### config.mk
export PLATFORM = sky130hd
export DESIGN_NAME = button_conditioner
export DESIGN_NICKNAME = d
export VERILOG_FILES = /design/src/rtl/btn_pkg.sv /design/src/rtl/btn_channel.sv /design/src/rtl/button_conditioner.sv
export SDC_FILE = /design/constraint.sdc
export NUM_CORES = 1
export LEC_CHECK = 0
export BUFFER_PORTS_ARGS = -buffer_cell sky130_fd_sc_hd__buf_2
export CORE_MARGIN = 3
export CORE_UTILIZATION = 30
export DETAILED_ROUTE_END_ITERATION = 12
export SLEW_MARGIN = 20
export SYNTH_ARGS = -nofsm -noshare
export SYNTH_HDL_FRONTEND = slang
export SYNTH_SLANG_ARGS = --single-unit
export TNS_END_PERCENT = 5
### constraint.sdc
create_clock -name CLK -period 6.8 [get_ports CLK]
set_input_delay 1.36 -clock CLK [delete_from_list [all_inputs] [get_ports CLK]]
set_output_delay 1.36 -clock CLK [all_outputs]
set_load 0.005 [all_outputs]
### src/rtl/btn_pkg.sv
// Shared constants for the button conditioner: channel indices, FSM state
// encoding, default timing values and small constant helpers.
package btn_pkg;

    // Channel indices into btn_raw / level / press / act
    localparam int BTN_LEFT  = 0;
    localparam int BTN_RIGHT = 1;
    localparam int BTN_THROW = 2;
    localparam int BTN_START = 3;
    localparam int NUM_BTN   = 4;

    // Default timing: 1 kHz sample tick from a 50 MHz clock
    localparam int DEF_SAMPLE_DIV = 50000;
    localparam int DEF_DEBOUNCE_N = 8;
    localparam int DEF_REP_DELAY  = 400;
    localparam int DEF_REP_PERIOD = 100;
    localparam logic [NUM_BTN-1:0] DEF_REP_MASK = 4'b0011;

    // Per-channel FSM state encoding
    localparam logic [2:0] ST_IDLE            = 3'd0;
    localparam logic [2:0] ST_CONFIRM_PRESS   = 3'd1;
    localparam logic [2:0] ST_DELAY           = 3'd2;
    localparam logic [2:0] ST_REPEAT          = 3'd3;
    localparam logic [2:0] ST_CONFIRM_RELEASE = 3'd4;

    // Counter width able to hold the value n itself
    function automatic int cnt_width(input int n);
        return $clog2(n) + 1;
    endfunction

    function automatic int max_int(input int a, input int b);
        return (a > b) ? a : b;
    endfunction

endpackage

### src/rtl/btn_channel.sv
// One button channel: 2-flop synchronizer, debounce / auto-repeat FSM and
// its counters. The FSM only moves on the shared sample tick; level, press
// and act are registered so they change on the clock edge ending the tick.
module btn_channel
    import btn_pkg::*;
#(
    parameter int DEBOUNCE_N = DEF_DEBOUNCE_N,
    parameter int REP_DELAY  = DEF_REP_DELAY,
    parameter int REP_PERIOD = DEF_REP_PERIOD,
    parameter bit REP_EN     = 1'b0
) (
    input  logic CLK,
    input  logic reset,
    input  logic tick,
    input  logic btn_raw,
    output logic level,
    output logic press,
    output logic act
);

    localparam int DEB_W = cnt_width(DEBOUNCE_N);
    localparam int REP_W = cnt_width(max_int(REP_DELAY, REP_PERIOD));

    localparam logic [DEB_W-1:0] DEB_LAST  = DEB_W'(DEBOUNCE_N);
    localparam logic [REP_W-1:0] REP_FIRST = REP_W'(REP_DELAY);
    localparam logic [REP_W-1:0] REP_NEXT  = REP_W'(REP_PERIOD);

    logic             sync_p0;
    logic             sync_p1;

    logic [2:0]       state;
    logic [2:0]       state_nxt;
    logic [2:0]       origin;
    logic [2:0]       origin_nxt;
    logic [DEB_W-1:0] deb_cnt;
    logic [DEB_W-1:0] deb_nxt;
    logic [DEB_W-1:0] deb_inc;
    logic [REP_W-1:0] rep_cnt;
    logic [REP_W-1:0] rep_nxt;
    logic [REP_W-1:0] rep_inc;
    logic [REP_W-1:0] rep_target;
    logic             level_nxt;
    logic             press_nxt;
    logic             rpt_nxt;

    assign deb_inc    = deb_cnt + DEB_W'(1);
    assign rep_inc    = rep_cnt + REP_W'(1);
    assign rep_target = (state == ST_DELAY) ? REP_FIRST : REP_NEXT;

    // Bring the asynchronous button level into the CLK domain
    always_ff @(posedge CLK or posedge reset) begin
        if (reset) begin
            sync_p0 <= 1'b0;
            sync_p1 <= 1'b0;
        end else begin
            sync_p0 <= btn_raw;
            sync_p1 <= sync_p0;
        end
    end

    // Next-state logic; everything holds between ticks
    always_comb begin
        state_nxt  = state;
        origin_nxt = origin;
        deb_nxt    = deb_cnt;
        rep_nxt    = rep_cnt;
        level_nxt  = level;
        press_nxt  = 1'b0;
        rpt_nxt    = 1'b0;
        if (tick) begin
            case (state)
                ST_IDLE, ST_CONFIRM_PRESS: begin
                    // deb_cnt is zero in IDLE, so the first high tick counts as 1
                    if (sync_p1) begin
                        if (deb_inc == DEB_LAST) begin
                            state_nxt = ST_DELAY;
                            level_nxt = 1'b1;
                            press_nxt = 1'b1;
                            deb_nxt   = '0;
                            rep_nxt   = '0;
                        end else begin
                            state_nxt = ST_CONFIRM_PRESS;
                            deb_nxt   = deb_inc;
                        end
                    end else begin
                        state_nxt = ST_IDLE;
                        deb_nxt   = '0;
                    end
                end
                ST_DELAY, ST_REPEAT: begin
                    if (!sync_p1) begin
                        // First low tick counts toward release; repeat count is frozen
                        origin_nxt = state;
                        if (deb_inc == DEB_LAST) begin
                            state_nxt = ST_IDLE;
                            level_nxt = 1'b0;
                            deb_nxt   = '0;
                            rep_nxt   = '0;
                        end else begin
                            state_nxt = ST_CONFIRM_RELEASE;
                            deb_nxt   = deb_inc;
                        end
                    end else if (REP_EN) begin
                        if (rep_inc == rep_target) begin
                            state_nxt = ST_REPEAT;
                            rpt_nxt   = 1'b1;
                            rep_nxt   = '0;
                        end else begin
                            rep_nxt = rep_inc;
                        end
                    end
                end
                ST_CONFIRM_RELEASE: begin
                    if (!sync_p1) begin
                        if (deb_inc == DEB_LAST) begin
                            state_nxt = ST_IDLE;
                            level_nxt = 1'b0;
                            deb_nxt   = '0;
                            rep_nxt   = '0;
                        end else begin
                            deb_nxt = deb_inc;
                        end
                    end else begin
                        // Glitch: resume where we were, repeat phase kept
                        state_nxt = origin;
                        deb_nxt   = '0;
                    end
                end
                default: begin
                    state_nxt = ST_IDLE;
                    deb_nxt   = '0;
                    rep_nxt   = '0;
                    level_nxt = 1'b0;
                end
            endcase
        end
    end

    // FSM state, counters and registered outputs
    always_ff @(posedge CLK or posedge reset) begin
        if (reset) begin
            state   <= ST_IDLE;
            origin  <= ST_IDLE;
            deb_cnt <= '0;
            rep_cnt <= '0;
            level   <= 1'b0;
            press   <= 1'b0;
            act     <= 1'b0;
        end else begin
            state   <= state_nxt;
            origin  <= origin_nxt;
            deb_cnt <= deb_nxt;
            rep_cnt <= rep_nxt;
            level   <= level_nxt;
            press   <= press_nxt;
            act     <= press_nxt | rpt_nxt;
        end
    end

endmodule

### src/rtl/button_conditioner.sv
// Four-button conditioner: a shared sample prescaler plus one independent
// debounce / auto-repeat channel per button.
module button_conditioner
    import btn_pkg::*;
#(
    parameter int                 SAMPLE_DIV = DEF_SAMPLE_DIV,
    parameter int                 DEBOUNCE_N = DEF_DEBOUNCE_N,
    parameter int                 REP_DELAY  = DEF_REP_DELAY,
    parameter int                 REP_PERIOD = DEF_REP_PERIOD,
    parameter logic [NUM_BTN-1:0] REP_MASK   = DEF_REP_MASK
) (
    input  logic               CLK,
    input  logic               reset,
    input  logic [NUM_BTN-1:0] btn_raw,
    output logic [NUM_BTN-1:0] level,
    output logic [NUM_BTN-1:0] press,
    output logic [NUM_BTN-1:0] act,
    output logic               tick
);

    localparam int               DIV_W    = cnt_width(SAMPLE_DIV);
    localparam logic [DIV_W-1:0] DIV_LAST = DIV_W'(SAMPLE_DIV - 1);

    logic [DIV_W-1:0] div_cnt;

    // Prescaler 0..SAMPLE_DIV-1; tick marks the last count of each period
    always_ff @(posedge CLK or posedge reset) begin
        if (reset) begin
            div_cnt <= '0;
        end else if (div_cnt == DIV_LAST) begin
            div_cnt <= '0;
        end else begin
            div_cnt <= div_cnt + DIV_W'(1);
        end
    end

    // Gate with reset so tick is low during reset even when SAMPLE_DIV is 1
    assign tick = !reset && (div_cnt == DIV_LAST);

    for (genvar g = 0; g < NUM_BTN; g++) begin : g_ch
        btn_channel #(
            .DEBOUNCE_N (DEBOUNCE_N),
            .REP_DELAY  (REP_DELAY),
            .REP_PERIOD (REP_PERIOD),
            .REP_EN     (REP_MASK[g])
        ) u_ch (
            .CLK     (CLK),
            .reset   (reset),
            .tick    (tick),
            .btn_raw (btn_raw[g]),
            .level   (level[g]),
            .press   (press[g]),
            .act     (act[g])
        );
    end

endmodule

# Word-level counts from Yosys, hierarchy flattened
# Cells that the tools add are included.
# W data, S select, Z words.
word_totals:
  out_inout_bits: 13
  latchBits: 0
  word_cells: 242
  mem_count: 0
  register_bits: 95
  in_bits: 6
  ram_bits: 0
  mem_bits_ro: 0
op_classes:
  div_mod_pow: 0
  n_lt_le_gt_ge: 0
  mux: 109
  eq_ne: 51
  n_reduce_logical: 36
  n_bitwise: 6
  add_sub_neg: 7
  multipliers: 0
  n_shift: 0
ops:
  columns: ["operator", "n"]
  rows:
  - ["$mux W10", 10]
  - ["$mux W4", 16]
  - ["$pmux W10 S3", 2]
  - ["$mux W3", 18]
  - ["$pmux W4 S3", 4]
  - ["$mux W1", 40]
  - ["$pmux W3 S3", 4]
  - ["$reduce_and A3 Y1", 10]
  - ["$eq A3 B2 Y1 const B", 8]
  - ["$ne A2 B1 Y1 const B", 12]
  - ["$add A10 B1 Y10 const B", 2]
  - ["$eq A10 B10 Y1", 2]
  - ["$ne A2 B2 Y1 const B", 10]
  - ["$reduce_and A5 Y1", 4]
  - ["$mux W9", 2]
  - ["$add A17 B1 Y17 const B", 1]
  - ["$eq A17 B16 Y1 const B", 1]
  - ["$mux W17", 1]
  - ["$add A4 B1 Y4 const B", 4]
  - ["$eq A4 B4 Y1 const B", 4]
  - ["$mux W2", 8]
  - ["$reduce_or A2 Y1", 8]
  - ["$eq A3 B1 Y1 const B", 4]
  - ["$eq A3 B3 Y1 const B", 4]
  - ["other kinds (10)", 30]

# Longest topological paths before layout
logic_depth:
  ltp_word: 8
  depth_mapped: 8
  ltp_nobuf: 7

# Cells and area by module
# A second synthesis with hierarchy kept.
unflattened:
  cells_unflattened: 582
  hier_area_um2: 5500.3
modules_own_cells:
  columns: ["mod", "n_inst", "area_per_inst_um2", "seq_area_each_um2", "cells_each"]
  rows:
  - ["btn_channel at g_ch[1].u_ch", 1, 1609.0, 625.6, 176]
  - ["btn_channel at g_ch[0].u_ch", 1, 1577.8, 625.6, 183]
  - ["btn_channel at g_ch[2].u_ch ...", 2, 738.2, 350.3, 74]
  - ["button_conditioner", 1, 837.1, 425.4, 75]

# Least setup slack after synthesis
# Ideal clock, no wire load.
synth_path:
  path_type: "in2out"
  start: "input reset"
  end: "output tick"
  cell_stages: 3
  t_required_ns: 5.440
  t_arrival_ns: 4.345
  setup_slack_ns: 1.095
  cell_sequence: "inv_1 > nand4_2 > inv_1"
synth_via:
  elab_chain_len: 2
synth_rtl:
  columns: ["element", "line", "rtl"]
  rows:
  - ["start: declaration", "button_conditioner.sv:13", "input logic reset,"]
  - ["$logic_not A1 Y1 (no source line)", null, null]
  - ["$logic_and A1 B1 Y1", "button_conditioner.sv:38", "assign tick = !reset && (div_cnt == DIV_LAST);"]
  - ["end: declaration", "button_conditioner.sv:18", "output logic tick"]
# Every way passes these cells.

# Final worst setup path
# Ends and elaborated chain as after synthesis.

==> out/qor.csv <==
stage,metric,value,unit
setup_path,Worst setup SP type,primary input,
global_route,grt total ovfl,0,
global_route,vias in the first global route,4159,
global_route,initial antenna violation count,0,
routing,Detailed Route Iter0 Violations,319,
yosys,Post-synth EDFFs,0,
floorplan,I/O pins,19,
final_layout,diode count,0,
min_path,Hold Crit Class,reg2reg,
floorplan,Die Ht,142,um
yosys,sequential element share of the synthesized area,42.6,%
global_route,largest net degree at the start of global routing,77,
floorplan,row cnt,49,
routing,DRC Markers,0,
routing,vias per inst,5.29,
place,hpwl dp,8.18,mm
final_layout,post-route non-filler standard cell count,838,
outcome,outcome,finished clean,
routing,total wire length,11.9,mm
yosys,Most used DFF post-synth,dfrtp_1,
cts,clock slew at the register clock pins of the worst setup and hold paths,70,ps
cts,CTS Buf Count,9,
timing,unrepaired setup endpoints after global routing,false,
yosys,Synth Cell Area,5590,sq um
cts,post-CTS sizing,0,
timing,Final Skew,6.79,ps
routing,post-route ant nets,0,
setup_path,r2r startpoint,div_cnt[0],
power_and_ir_drop,Peak VDD IR,0.121,mV
timing,Final Hold Viols,0,
yosys,Ys Warns,0,
timing,Setup Total Neg Slack,0,ps
setup_path,R2R depth,7,
routing,WL/cell,14.3,um
cts,clk_lat worst skew,340,ps
cts,Clock Tree Buf Depth,2,
final_layout,ratio of cells with drive above 1 in the final layout,10.5,%
yosys,Synth Register Bits,95,
timing,Final min period,4220,ps
place,# port buffers,18,
yosys,synth unique cells,73,
floorplan,effective utilization at floorplan,30.8,%
power_and_ir_drop,leakage,2.50,nW
cts,Root Driver,clkbuf_16,
timing,final period utilization,62.0,%
timing,max_slew headroom,29.7,%
global_route,global-route wire length before repair,21.1,mm
timing,final setup vio count,0,
min_path,hold_sp,g_ch[3].u_ch.sync_p0,
setup_path,CP Data Required Time,5440,ps
timing,Slew Limit Fails,0,
cts,clk sink count,95,
floorplan,die width,142,um
timing,maximum clock rate,237,MHz
cts,H-tree depth,3,
setup_path,Setup CP Type,in2out,
yosys,Mapped Avg Cell Area,9.13,sq um
cts,Post-CTS Hold Fix Bufs,0,
routing,drt pass-1 iters,5,
cts,Post-CTS Repair Setup Buffers,0,
cts,CTS tree,built,
place,routability congestion estimate,0.828,
setup_path,R2R setup slack,3910,ps
min_path,Hold Path Depth,0,
setup_path,CP startpoint,reset,
yosys,Post-Syn Nets,628,
power_and_ir_drop,PwrDens,187,nW/um^2
setup_path,Crit. End Element,primary output,
yosys,cells after synthesis,612,
setup_path,Max Fanout on Critical Path,21,
floorplan,Die ar.,20300,sq um
job,Max-cap violations,0,
place,Placed Cells,822,
final_layout,nets,620,
final_layout,# fillers,1860,
final_layout,Synth-to-Final Area Change,9.14,%
min_path,WHS Endpoint,g_ch[3].u_ch.sync_p1,
timing,Slew @ Worst Pin,1050,ps
setup_path,worst r2r dst,g_ch[1].u_ch.rep_cnt[0],
global_route,gr usage total,12.5,%
floorplan,CORE AREA,18100,sq um
setup_path,critical path data arrival time,2860,ps
yosys,asr flop ratio synth,100,%
routing,via count,4433,
-- per-layer routing --
layer | up-vias | wire length [um] | global-route usage [%]
met5 | - | 0 | 0
met4 | 0 | 111 | 3.65
met3 | 8 | 410 | 2.42
met2 | 68 | 5320 | 18.7
met1 | 2156 | 6100 | 18.3
li1 | 2201 | - | -
-- final cells by class --
cell class	instances	area [sq um]	area share [%]
Inverter	19	73.8	1.21
Sequential cell	95	2380	39.0
Multi-Input combinational cell	459	2930	48.1
Clock buffer	10	229	3.76
Timing Repair Buffer	20	105	1.72
Tap cell	229	287	4.70
Clock inverter	6	92.6	1.52
-- synthesized netlist by cell type (4+ instances only) --
master,number,share of area [%]
dfrtp_1,95,43
nand2_1,55,3.7
nor2_1,51,3.4
o21ai_0,45,4.0
nand3_1,40,3.6
clkbuf_1,20,1.3
nor3_1,20,1.8
inv_1,19,1.3
a21oi_1,15,1.3
xnor2_1,13,2.0
buf_4,12,1.6
nor2b_1,12,1.3
and3_1,11,1.2
ha_1,10,2.2
nand2b_1,10,1.1
o31ai_1,10,1.3
xor2_1,10,1.6
nand4_1,9,1.0
and2_1,7,0.78
nand3b_1,7,0.94
nor3b_1,7,0.94
mux2_2,6,1.2
mux2i_1,6,1.1
nor4_1,6,0.67
o211ai_1,6,0.81
o21a_1,6,0.81
or2_2,6,0.67
a211oi_1,5,0.67
a22o_1,5,0.78
buf_2,5,0.45
nor4b_1,5,0.78
o221ai_1,5,0.78
a31oi_1,4,0.45
o2bb2ai_1,4,0.63
or3_1,4,0.45
-- state kept, by name (all words and copies together) (netlist names) --
register	flops
div_cnt	17
g_ch.u_ch.act	2
g_ch.u_ch.deb_cnt	16
g_ch.u_ch.level	4
g_ch.u_ch.origin	12
g_ch.u_ch.press	4
g_ch.u_ch.rep_cnt	20
g_ch.u_ch.state	12
g_ch.u_ch.sync_p0	4
g_ch.u_ch.sync_p1	4
-- power breakdown --
part / internal [mW] / switching [mW] / leakage, nW
logic: 0.00626 / 0.0177 / 1.10
clock network: 0.325 / 0.220 / 0.150
registers: 0.568 / 0.00521 / 1.26
total: 0.900 / 0.242 / 2.50
-- stage by stage --
| stage | hold slack (ps) | worst slack [ps] | power (mW) | utilization [%] | instance area, sq um |
|---|---|---|---|---|---|
| floorplan | 331 | 1090 | 0.601 | - | 5590 |
| global placement | 333 | 2600 | 0.609 | 31.8 | 5770 |
| detailed placement | 335 | 2520 | 0.610 | 31.8 | 5770 |
| CTS | 351 | 2520 | 1.16 | 33.5 | 6090 |
| global route | 361 | 2350 | 1.19 | 33.6 | 6100 |
| finish | 350 | 2580 | 1.14 | 33.6 | 6100 |
-- cell usage in the layout (no fill, tap or decap), types with 10 or more instances in the layout --
| master | instances |
|---|---|
| inv_1 | 18 |
| nor3_1 | 20 |
| nand3_1 | 40 |
| dfrtp_1 | 95 |
| xor2_1 | 10 |
| nand2b_1 | 10 |
| ha_1 | 10 |
| nor2_1 | 51 |
| nor2b_1 | 12 |
| nand2_1 | 55 |
| a21oi_1 | 15 |
| xnor2_1 | 13 |
| buf_2 | 18 |
| o21ai_0 | 45 |
| and3_1 | 11 |
| o31ai_1 | 10 |
-- worst max-delay path, cell delays in order --
cell and delay, ps:
buf_2 130, inv_4 220, nand4_2 510, inv_1 440, buf_2 180
-- worst max path at each step --
stage / cells past startpoint / slack, ps / to
3_3_place_gp: 5 / 2600 / tick
2_1_floorplan: 3 / 1090 / tick
5_1_grt: 5 / 2350 / tick
3_5_place_dp: 5 / 2520 / tick
6_report: 5 / 2580 / tick
4_1_cts: 5 / 2520 / tick
-- kinds of logic (layout without fill, tap and decap cells) --
kind of cell    after synthesis  after routing  share of synthesized area [%]
simple gates                266            266                           25.5
buf+inv                      58             55                           5.09
compound gates              147            147                           18.5
xor+xnor                     23             23                           3.61
fa+ha+maj                    10             10                           2.24
mux                          13             13                           2.49
flops                        95             95                           42.6
(Power assumes the default switching activity.)
